===== src/rtl/front_turbo_pkg.sv =====
// rtl/front_turbo_pkg.sv - shared types and constants for the front-turbo host sequencer
package front_turbo_pkg;

  localparam int         FT_RES_W   = 64;
  localparam int         FT_NSLOTS  = 4;
  localparam logic [7:0] FT_IDLE_VD = 8'hff;

  typedef enum logic [2:0] {
    S_IDLE,
    S_WR_X,
    S_WR_Y,
    S_WR_FN,
    S_WAIT_SCAN,
    S_READ,
    S_OUT
  } ft_host_state_t;

  // Bit offset of result byte idx inside the 64-bit result word.
  function automatic logic [5:0] ft_byte_lsb(input logic [2:0] idx);
    return {idx, 3'b000};
  endfunction

endpackage


===== src/rtl/front_turbo_host_seq_if.sv =====
// rtl/front_turbo_host_seq_if.sv - command, engine VD bus and result stream bundle
interface front_turbo_host_seq_if;
  import front_turbo_pkg::*;

  logic                cmd_valid;
  logic                cmd_ready;
  logic [7:0]          cmd_x;
  logic [7:0]          cmd_y;
  logic [7:0]          cmd_fn;
  logic                scan_done;
  logic [7:0]          VD_out;
  logic                XSET;
  logic                YSET;
  logic                F2INS;
  logic [1:0]          VA;
  logic                REG0n;
  logic                REG1n;
  logic [7:0]          VD_in;
  logic                res_valid;
  logic                res_ready;
  logic [FT_RES_W-1:0] res_data;
  logic                res_timeout;

  modport slave (
    input  cmd_valid, cmd_x, cmd_y, cmd_fn, scan_done, VD_in, res_ready,
    output cmd_ready, VD_out, XSET, YSET, F2INS, VA, REG0n, REG1n,
           res_valid, res_data, res_timeout
  );

  modport master (
    output cmd_valid, cmd_x, cmd_y, cmd_fn, scan_done, VD_in, res_ready,
    input  cmd_ready, VD_out, XSET, YSET, F2INS, VA, REG0n, REG1n,
           res_valid, res_data, res_timeout
  );

endinterface


===== src/rtl/front_turbo_rd_sched.sv =====
// rtl/front_turbo_rd_sched.sv - read slot scheduler: VA/REGxn generation and byte capture strobe
module front_turbo_rd_sched
  import front_turbo_pkg::*;
#(
  parameter int READ_WAIT = 2
) (
  input  logic       clk,
  input  logic       rst,
  input  logic       run_i,
  output logic [1:0] va_o,
  output logic       reg0n_o,
  output logic       reg1n_o,
  output logic [2:0] idx_o,
  output logic       capture_o,
  output logic       last_o
);

  localparam int         CW       = $clog2(READ_WAIT + 1);
  localparam logic [2:0] LAST_IDX = 3'(2 * FT_NSLOTS - 1);

  logic [2:0]    idx_q, idx_d;
  logic [CW-1:0] cnt_q, cnt_d;
  logic [1:0]    va_q;
  logic          reg0n_q, reg1n_q;

  // Each read is one deselected cycle (cnt==0) followed by READ_WAIT selected cycles.
  assign capture_o = run_i && (cnt_q == CW'(READ_WAIT));
  assign last_o    = capture_o && (idx_q == LAST_IDX);
  assign idx_o     = idx_q;
  assign va_o      = va_q;
  assign reg0n_o   = reg0n_q;
  assign reg1n_o   = reg1n_q;

  always_comb begin
    idx_d = idx_q;
    cnt_d = cnt_q;
    if (!run_i) begin
      idx_d = '0;
      cnt_d = '0;
    end else if (cnt_q == CW'(READ_WAIT)) begin
      idx_d = idx_q + 3'd1;
      cnt_d = '0;
    end else begin
      cnt_d = cnt_q + CW'(1);
    end
  end

  // Select lines are registered from next-state so they line up with idx/cnt.
  always_ff @(posedge clk) begin
    if (rst) begin
      idx_q   <= '0;
      cnt_q   <= '0;
      va_q    <= '0;
      reg0n_q <= 1'b1;
      reg1n_q <= 1'b1;
    end else begin
      idx_q   <= idx_d;
      cnt_q   <= cnt_d;
      va_q    <= idx_d[1:0];
      reg0n_q <= ~((cnt_d != '0) & ~idx_d[2]);
      reg1n_q <= ~((cnt_d != '0) & idx_d[2]);
    end
  end

endmodule


===== src/rtl/front_turbo_host_seq.sv =====
// rtl/front_turbo_host_seq.sv - programs the engine X/Y/FN registers, waits one scan, reads 8 result bytes
module front_turbo_host_seq
  import front_turbo_pkg::*;
#(
  parameter int READ_WAIT = 2,
  parameter int TIMEOUT   = 4096
) (
  input  logic                  clk,
  input  logic                  VIDEO_RST,
  front_turbo_host_seq_if.slave bus
);

  localparam int TW = $clog2(TIMEOUT);

  ft_host_state_t      state_q, state_d;
  logic                ph_q, ph_d;
  logic [7:0]          x_q, x_d, y_q, y_d, fn_q, fn_d;
  logic [7:0]          vd_q, vd_d;
  logic                xset_q, xset_d, yset_q, yset_d, f2ins_q, f2ins_d;
  logic [TW-1:0]       tcnt_q, tcnt_d;
  logic                res_valid_q, res_valid_d;
  logic [FT_RES_W-1:0] res_data_q, res_data_d;
  logic                res_to_q, res_to_d;

  logic [2:0] rd_idx;
  logic       rd_capture, rd_last;
  logic [1:0] rd_va;
  logic       rd_reg0n, rd_reg1n;

  front_turbo_rd_sched #(.READ_WAIT(READ_WAIT)) u_rd_sched (
    .clk       (clk),
    .rst       (VIDEO_RST),
    .run_i     (state_q == S_READ),
    .va_o      (rd_va),
    .reg0n_o   (rd_reg0n),
    .reg1n_o   (rd_reg1n),
    .idx_o     (rd_idx),
    .capture_o (rd_capture),
    .last_o    (rd_last)
  );

  always_comb begin
    state_d     = state_q;
    ph_d        = 1'b0;
    x_d         = x_q;
    y_d         = y_q;
    fn_d        = fn_q;
    vd_d        = FT_IDLE_VD;
    xset_d      = 1'b0;
    yset_d      = 1'b0;
    f2ins_d     = 1'b0;
    tcnt_d      = tcnt_q;
    res_valid_d = res_valid_q;
    res_data_d  = res_data_q;
    res_to_d    = res_to_q;
    unique case (state_q)
      S_IDLE: begin
        if (bus.cmd_valid) begin
          x_d     = bus.cmd_x;
          y_d     = bus.cmd_y;
          fn_d    = bus.cmd_fn;
          state_d = S_WR_X;
        end
      end
      // Phase 0 drives VD, phase 1 keeps it and fires the strobe.
      S_WR_X: begin
        vd_d = x_q;
        if (!ph_q) ph_d = 1'b1;
        else begin
          xset_d  = 1'b1;
          state_d = S_WR_Y;
        end
      end
      S_WR_Y: begin
        vd_d = y_q;
        if (!ph_q) ph_d = 1'b1;
        else begin
          yset_d  = 1'b1;
          state_d = S_WR_FN;
        end
      end
      S_WR_FN: begin
        vd_d = fn_q;
        if (!ph_q) ph_d = 1'b1;
        else begin
          f2ins_d = 1'b1;
          tcnt_d  = '0;
          state_d = S_WAIT_SCAN;
        end
      end
      // tcnt==0 is the cycle the FN strobe is visible; a scan_done there is stale.
      S_WAIT_SCAN: begin
        if (bus.scan_done && (tcnt_q != '0)) begin
          state_d = S_READ;
        end else if (tcnt_q == TW'(TIMEOUT - 1)) begin
          res_data_d  = '1;
          res_to_d    = 1'b1;
          res_valid_d = 1'b1;
          state_d     = S_OUT;
        end else begin
          tcnt_d = tcnt_q + TW'(1);
        end
      end
      S_READ: begin
        if (rd_capture) res_data_d[ft_byte_lsb(rd_idx) +: 8] = bus.VD_in;
        if (rd_last) begin
          res_to_d    = 1'b0;
          res_valid_d = 1'b1;
          state_d     = S_OUT;
        end
      end
      S_OUT: begin
        if (bus.res_ready) begin
          res_valid_d = 1'b0;
          state_d     = S_IDLE;
        end
      end
      default: state_d = S_IDLE;
    endcase
  end

  always_ff @(posedge clk) begin
    if (VIDEO_RST) begin
      state_q     <= S_IDLE;
      ph_q        <= 1'b0;
      x_q         <= '0;
      y_q         <= '0;
      fn_q        <= '0;
      vd_q        <= FT_IDLE_VD;
      xset_q      <= 1'b0;
      yset_q      <= 1'b0;
      f2ins_q     <= 1'b0;
      tcnt_q      <= '0;
      res_valid_q <= 1'b0;
      res_data_q  <= '0;
      res_to_q    <= 1'b0;
    end else begin
      state_q     <= state_d;
      ph_q        <= ph_d;
      x_q         <= x_d;
      y_q         <= y_d;
      fn_q        <= fn_d;
      vd_q        <= vd_d;
      xset_q      <= xset_d;
      yset_q      <= yset_d;
      f2ins_q     <= f2ins_d;
      tcnt_q      <= tcnt_d;
      res_valid_q <= res_valid_d;
      res_data_q  <= res_data_d;
      res_to_q    <= res_to_d;
    end
  end

  assign bus.cmd_ready   = (state_q == S_IDLE) && !VIDEO_RST;
  assign bus.VD_out      = vd_q;
  assign bus.XSET        = xset_q;
  assign bus.YSET        = yset_q;
  assign bus.F2INS       = f2ins_q;
  assign bus.VA          = rd_va;
  assign bus.REG0n       = rd_reg0n;
  assign bus.REG1n       = rd_reg1n;
  assign bus.res_valid   = res_valid_q;
  assign bus.res_data    = res_data_q;
  assign bus.res_timeout = res_to_q;

endmodule


===== src/flat_wrapper.sv =====
// flat-port wrapper written by rule: the top's interface ports become plain ports
module front_turbo_host_seq_flat import front_turbo_pkg::*;
#(
  parameter int READ_WAIT = 2,
  parameter int TIMEOUT   = 4096
)
  (clk, VIDEO_RST, bus_cmd_valid, bus_cmd_x, bus_cmd_y, bus_cmd_fn, bus_scan_done, bus_VD_in, bus_res_ready, bus_cmd_ready, bus_VD_out, bus_XSET, bus_YSET, bus_F2INS, bus_VA, bus_REG0n, bus_REG1n, bus_res_valid, bus_res_data, bus_res_timeout);
  front_turbo_host_seq_if bus_i ();
  input  logic clk;
  input  logic VIDEO_RST;
  input wire logic [$bits(bus_i.cmd_valid)-1:0] bus_cmd_valid;
  input wire logic [$bits(bus_i.cmd_x)-1:0] bus_cmd_x;
  input wire logic [$bits(bus_i.cmd_y)-1:0] bus_cmd_y;
  input wire logic [$bits(bus_i.cmd_fn)-1:0] bus_cmd_fn;
  input wire logic [$bits(bus_i.scan_done)-1:0] bus_scan_done;
  input wire logic [$bits(bus_i.VD_in)-1:0] bus_VD_in;
  input wire logic [$bits(bus_i.res_ready)-1:0] bus_res_ready;
  output wire logic [$bits(bus_i.cmd_ready)-1:0] bus_cmd_ready;
  output wire logic [$bits(bus_i.VD_out)-1:0] bus_VD_out;
  output wire logic [$bits(bus_i.XSET)-1:0] bus_XSET;
  output wire logic [$bits(bus_i.YSET)-1:0] bus_YSET;
  output wire logic [$bits(bus_i.F2INS)-1:0] bus_F2INS;
  output wire logic [$bits(bus_i.VA)-1:0] bus_VA;
  output wire logic [$bits(bus_i.REG0n)-1:0] bus_REG0n;
  output wire logic [$bits(bus_i.REG1n)-1:0] bus_REG1n;
  output wire logic [$bits(bus_i.res_valid)-1:0] bus_res_valid;
  output wire logic [$bits(bus_i.res_data)-1:0] bus_res_data;
  output wire logic [$bits(bus_i.res_timeout)-1:0] bus_res_timeout;
  assign bus_i.cmd_valid = bus_cmd_valid;
  assign bus_i.cmd_x = bus_cmd_x;
  assign bus_i.cmd_y = bus_cmd_y;
  assign bus_i.cmd_fn = bus_cmd_fn;
  assign bus_i.scan_done = bus_scan_done;
  assign bus_i.VD_in = bus_VD_in;
  assign bus_i.res_ready = bus_res_ready;
  assign bus_cmd_ready = bus_i.cmd_ready;
  assign bus_VD_out = bus_i.VD_out;
  assign bus_XSET = bus_i.XSET;
  assign bus_YSET = bus_i.YSET;
  assign bus_F2INS = bus_i.F2INS;
  assign bus_VA = bus_i.VA;
  assign bus_REG0n = bus_i.REG0n;
  assign bus_REG1n = bus_i.REG1n;
  assign bus_res_valid = bus_i.res_valid;
  assign bus_res_data = bus_i.res_data;
  assign bus_res_timeout = bus_i.res_timeout;
  front_turbo_host_seq #(.READ_WAIT(READ_WAIT), .TIMEOUT(TIMEOUT)) u_core (.clk(clk), .VIDEO_RST(VIDEO_RST), .bus(bus_i));
endmodule

===== config.mk =====
export PLATFORM = sky130hd
export DESIGN_NAME = front_turbo_host_seq_flat
export DESIGN_NICKNAME = d
export VERILOG_FILES = /design/src/rtl/front_turbo_pkg.sv /design/src/rtl/front_turbo_host_seq_if.sv /design/src/rtl/front_turbo_rd_sched.sv /design/src/rtl/front_turbo_host_seq.sv /design/src/flat_wrapper.sv
export SDC_FILE = /design/constraint.sdc
export NUM_CORES = 1
export LEC_CHECK = 0
export BUFFER_PORTS_ARGS = -buffer_cell sky130_fd_sc_hd__buf_2
export CAP_MARGIN = 20
export CORE_MARGIN = 2
export CORE_UTILIZATION = 40
export DETAILED_ROUTE_END_ITERATION = 8
export MAX_ROUTING_LAYER = met4
export PLACE_DENSITY = 0.71
export SYNTH_ARGS = -nofsm -noshare
export SYNTH_HDL_FRONTEND = slang
export SYNTH_SLANG_ARGS = --single-unit

===== constraint.sdc =====
create_clock -name clk -period 2.9 [get_ports clk]
set_clock_uncertainty 0.2 [all_clocks]
set_input_delay 0.58 -clock clk [delete_from_list [all_inputs] [get_ports clk]]
set_output_delay 0.58 -clock clk [all_outputs]
set_load 0.01 [all_outputs]

# Yosys cells after proc, flatten, opt, wreduce, memory -nomap -nowiden
# Index checks and enable logic that the tools add are counted.
# classes
n_addsub	4
n_eq_ne	20
shifts	2
mux	32
n_bitwise	9
n_reduce_logical	22
# ops
cell	n
$mux W64	3
$pmux W64 S2	1
$bwmux W64	1
$shift A8 B8 Y64 const A	1
$shiftx A8 B8 Y64	1
$mux W12	3
$mux W3	10
$pmux W12 S2	1
$pmux W8 S3	1
$pmux W3 S7	1
$add A12 B1 Y12 const B	1
$eq A12 B12 Y1 const B	1
$eq A3 B3 Y1 const B	4
$ne A2 B1 Y1 const B	6
$reduce_and A4 Y1	3
$reduce_bool A12 Y1	1
$ne A2 B2 Y1 const B	4
$neg A6 Y8	1
$reduce_or A2 Y1	4
$mux W1	7
$not A1 Y1	7
$reduce_and A7 Y1	1
$eq A3 B2 Y1 const B	2
$reduce_bool A2 Y1	3
other kinds (16)	21
# totals
reg_bits	126
input_bits	37
elab_cells	107

# Depth between registers and ports, before layout
# depth
depth_word	6
depth_mapped	10

# Hierarchy
# A second synthesis with hierarchy kept.
# unflattened
hier_cells	542
hier_area_um2	5047.3
# modules_own_cells
mod	n_inst	cells_each	area_each_um2
front_turbo_host_seq	1	515	4758.3
front_turbo_rd_sched	1	27	289.0

# Worst setup path before layout
# Ideal clock, no wire load.
# synth_path
path_kind	register to register
start	register u_core.u_rd_sched.idx_q[0] (netlist: u_core.u_rd_sched.idx_o[0])
end	register u_core.res_data_q[48] (netlist: u_core.bus.res_data[48])
setup_time_ns	0.095
arrival_time_ns	2.412
required_ns	2.605
path_slack_ns	0.193
stages_incl_launch_ff	10
period_less_slack_ns	2.707
cell_sequence	dfxtp_1 clkbuf_1 inv_2 ha_1 ha_1 nor3b_2 and3_1 buf_2 o21ai_1 a221oi_1
# synth_via
elab_chain_cells	5
elab_cells_between_ends	6
classes_between	add/sub (1); shift (2); mux (3)
# synth_rtl
item	line_no	rtl
from (decl)	front_turbo_rd_sched.sv:21	logic [2:0] idx_q, idx_d;
from (signal assigned)	front_turbo_rd_sched.sv:57	idx_q <= idx_d;
$neg A6 Y8 *	front_turbo_host_seq.sv:105	if (rd_capture) res_data_d[ft_byte_lsb(rd_idx) +: 8] = bus.VD_in;
$shiftx A8 B8 Y64 or $shift A8 B8 Y64 (tied branches)	front_turbo_host_seq.sv:105	
$bwmux W64 *	front_turbo_host_seq.sv:105	
$mux W64 *	front_turbo_host_seq.sv:105	
$pmux W64 S2 *	front_turbo_host_seq.sv:56	unique case (state_q)
to (signal assigned)	front_turbo_host_seq.sv:149	res_data_q <= res_data_d;
to (decl)	front_turbo_host_seq.sv:22	logic [FT_RES_W-1:0] res_data_q, res_data_d;
# Mark *: on every way between the ends. The rest lies on a longest branch, timed or not. The select of a mux whose other input is x is not followed.
# A chain may end at the register's enable or synchronous reset.

# Worst setup path in the final report
# layout_path
start	register u_core.u_rd_sched.idx_q[1] (netlist: u_core.u_rd_sched.idx_o[1])
end	register u_core.res_data_q[22] (netlist: u_core.bus.res_data[22])
# The elaborated chain is that of the path after synthesis.

==> summary.md <==
| Metric | Value |
|---|---|
| Max-Cap Viols | `0` |
| Netlist cell types | `~60` |
| Number of antenna violations at the first check in global routing | `1` |
| Die width | `roughly 120 um` |
| # DRC | `0` |
| Post-Synth Simple-Gate Area | `21.1%` |
| Final Cycle Share | `around 88%` |
| Hold path depth | `3` |
| Synth area leaders | `dfxtp_1 (48%), a21oi_1 (7.4%), nand2_1 (5.5%), nor2_1 (4.3%), a221oi_1 (4.1%)` |
| CTS tree | `yes` |
| Initial Utilization | `roughly two fifths` |
| Crit Reg-Reg Endpoint | `u_core.bus.res_data[22]` |
| Sequential area share after synthesis | `a little under half` |
| Largest family of logic cells by synthesized area | `simple AND/OR/NAND/NOR gates` |
| Critical-path cell list | `inv_1 > ha_1 > ha_1 > and3_1 > and3_1 > o21ai_2 > a221oi_1` |
| Most used DFF post-synth | `dfxtp_1` |
| Hold Crit Start | `bus_cmd_y[3]` |
| Global-route wire length before repair | `between 20000 and 25000 um` |
| Leak | `roughly 0.0027 uW` |
| DR WL/cell | `around 15 um` |
| Clk_lat worst skew | `0.40 ns` |
| Fraction of synthesized cell area in xor and xnor cells | `less than 1%` |
| Number of CTS-inserted buffers | `17` |
| Via density | `around 5.4` |
| Crit-path slowest cell | `dfxtp_1` |
| Post-CTS Hold Buffers | `0` |
| Cell count after synthesis | `a little over 600` |
| Post-Synth Adder-Cell Area | `2.17%` |
| Mapped Avg Cell Area | `around 8.5 um^2` |
| Die footprint | `13900 um^2` |
| CP Class | `flip-flop to flip-flop` |
| Drt total wl | `about 14000 um` |
| Core area | `12600 um^2` |
| Critical path peak fanout | `9` |
| Total GRT Usage | `20.8%` |
| Overall power | `approximately 4200 uW` |
| Peak VDD IR | `about 340 uV` |
| Slew HR | `between 40% and 50%` |
| Uppermost layer routed | `met4` |
| Achievable Freq | `a little under 400 MHz` |
| Area leader, netlist | `dfxtp_1` |
| Max-slew violations | `0` |
| CP max stage delay | `about 0.41 ns` |
| Layout area overhead | `26.2%` |
| CP Capture Type | `flip-flop` |
| Met3 wire len | `roughly 780 um` |
| Setup_tns | `0 ns` |
| DR pass1 iterations | `8` |
| Post-CTS Setup Bufs | `0` |
| Hold Path Class | `input pin to flip-flop` |
| Port bufs | `118` |
| Commonest non-fill, non-tap cell in the layout | `dfxtp_1` |
| H-Tree Depth | `4` |
| Most frequent cells in the layout | `dfxtp_1 (124), buf_2 (118), nand2_1 (76), a21oi_1 (76), nor2_1 (59)` |
| Post-Syn Area | `5180 um^2` |
| Die height | `approximately 120 um` |
| DR iter-0 viols | `between 300 and 400` |
| Vias in the first global route | `around 4700` |
| RSZ-0062 raised after global routing | `false` |
| Critical path arrival | `~2.7 ns` |
| Flops & latches, synth | `roughly 120` |
| Worst reg2reg startpoint | `u_core.u_rd_sched.idx_o[1]` |
| Placer Congestion | `a little over 0.9` |
| Fill cells | `~1200` |
| Synth Area in Compound Gates | `a little over a fifth` |
| Met1 Routed Length | `6440 um` |
| Layout cell share with drive strength beyond 1 | `about 25%` |
| Yosys top cell area share | `47.9%` |
| Post-synth EDFFs | `0` |
| Root Driver | `clkbuf_16` |
| Ports | `around 120` |
| Worst r2r path cells | `7` |
| Async S/R FF share, synth | `0%` |
| Final ANT Viol Nets | `0` |
| Pin count of the biggest net entering global routing | `55` |
| Nets | `roughly 770` |
| FF-to-FF setup slack | `approximately 0.35 ns` |
| Power per cell area | `between 600 and 700 nW/um^2` |
| DR vias | `slightly below 5000` |
| Synth warn | `0` |
| Max clock buf depth | `2` |
| Slew @ Worst Pin | `about 0.81 ns` |
| Core Rows | `41` |
| Setup Viol. Count Final | `0` |
| Clk sinks | `about 120` |
| Final hold vios | `0` |
| Reg clk slew, reported paths | `roughly 0.06 ns` |
| Outcome | `complete, no violations` |
| Post-DP HPWL | `approximately 9900 um` |
| Post-synthesis mux area share | `around 1.9%` |
| Post-synth net total | `653` |
| Gr ovfl total | `0` |
| Critical path launch point type | `flip-flop` |
| Req. time, crit path | `roughly 3.0 ns` |
| WHS Endpoint | `u_core.y_q[3]` |
| Final min period | `~2.6 ns` |
| Routed met2 length | `between 6000 and 7000 um` |
## state kept, by name (all words and copies together), names as in the netlist, 2 cells and up
| signal | cells |
|---|---|
| u_core.u_rd_sched.cnt_q | 2 |
| u_core.bus.VD_out | 8 |
| u_core.bus.res_data | 64 |
| u_core.u_rd_sched.idx_o | 3 |
| u_core.x_q | 8 |
| u_core.tcnt_q | 12 |
| u_core.state_q | 3 |
| u_core.y_q | 8 |
| u_core.fn_q | 8 |
## synthesized netlist by cell type, drive strengths merged (2+ instances only)
cell	number
o22ai	8
or4b	2
clkbuf	31
o21ai	7
mux2	8
and2	3
or4	7
o21a	2
nor4	4
buf	8
a221oi	24
and4	3
nand4	8
nor3b	3
nand2b	4
and4b	2
a21o	4
ha	9
nor2	59
inv	32
a211oi	25
nand3	5
nor2b	3
or3	4
or2	2
nand2	76
a31oi	2
o31ai	8
nor3	27
dfxtp	124
a21oi	78
and3	9
o211ai	2
## cell type report
class                           instances  area, um^2  area share, %
Antenna cell                            1        2.50         0.0383
Clock buffer                           22         474           7.25
Clock inverter                         10        66.3           1.01
Inverter                               32         120           1.84
Multi-Input combinational cell        412        2420           37.1
Sequential cell                       124        2480           38.0
Tap cell                              172         215           3.29
Timing Repair Buffer                  140         756           11.6
## cell families after synthesis
family	count (synthesis)
xor gates and xnor gates	2
buffers and inverters	71
adders and majority gates	9
DFF	124
and+or+nand+nor	225
AOI/OAI and AO/OA	167
muxes	9
## critical path, delay by kind of cell, from the launching register on
kind | cells | cell delay (ns)
adders and majority gates | 2 | 0.59
buffers and inverters | 1 | 0.11
AOI/OAI and AO/OA | 2 | 0.54
DFF | 1 | 0.41
and+or+nand+nor | 2 | 0.58
## metrics by stage
step           worst slack (ns)  instance area, um^2  hold slack [ns]  util (%)  instances
6_report                  0.349                 6540            0.218      51.8        913
5_1_grt                   0.115                 6540            0.221      51.8        913
4_1_cts                   0.330                 6530            0.206      51.8        912
3_5_place_dp              0.364                 5990            0.241      47.5        880
3_3_place_gp              0.463                 5990            0.240      47.5        880
2_1_floorplan             0.193                 5180            0.201         -        607
## worst max path at each step
stage                                     from                       to  slack, ns
floorplan           u_core.u_rd_sched.idx_o[0]  u_core.bus.res_data[48]       0.19
global placement    u_core.u_rd_sched.idx_o[1]  u_core.bus.res_data[32]       0.46
detailed placement  u_core.u_rd_sched.idx_o[1]  u_core.bus.res_data[39]       0.36
CTS                 u_core.u_rd_sched.idx_o[1]  u_core.bus.res_data[39]       0.33
global route        u_core.u_rd_sched.idx_o[1]  u_core.bus.res_data[22]       0.11
finish              u_core.u_rd_sched.idx_o[1]  u_core.bus.res_data[22]       0.35
## power breakdown
| part | total [uW] | switching, uW | internal (uW) |
|---|---|---|---|
| registers | 1820 | 45.5 | 1780 |
| logic | 424 | 265 | 159 |
| clock network | 1910 | 750 | 1160 |
| total | 4150 | 1060 | 3090 |
## routing by layer
metal / vias up / global-route usage [%]
met4: 0 / 6.25
met1: 2345 / 26.8
met5: - / -
met2: 149 / 33.0
met3: 10 / 4.41
li1: 2416 / -
## repair_timing
action                                  CTS  global route
endpoints found under the setup margin    0             1
endpoints found under the hold margin     0             0
resized for setup                         0             1
Note: power is estimated with default switching activity, not from simulation.
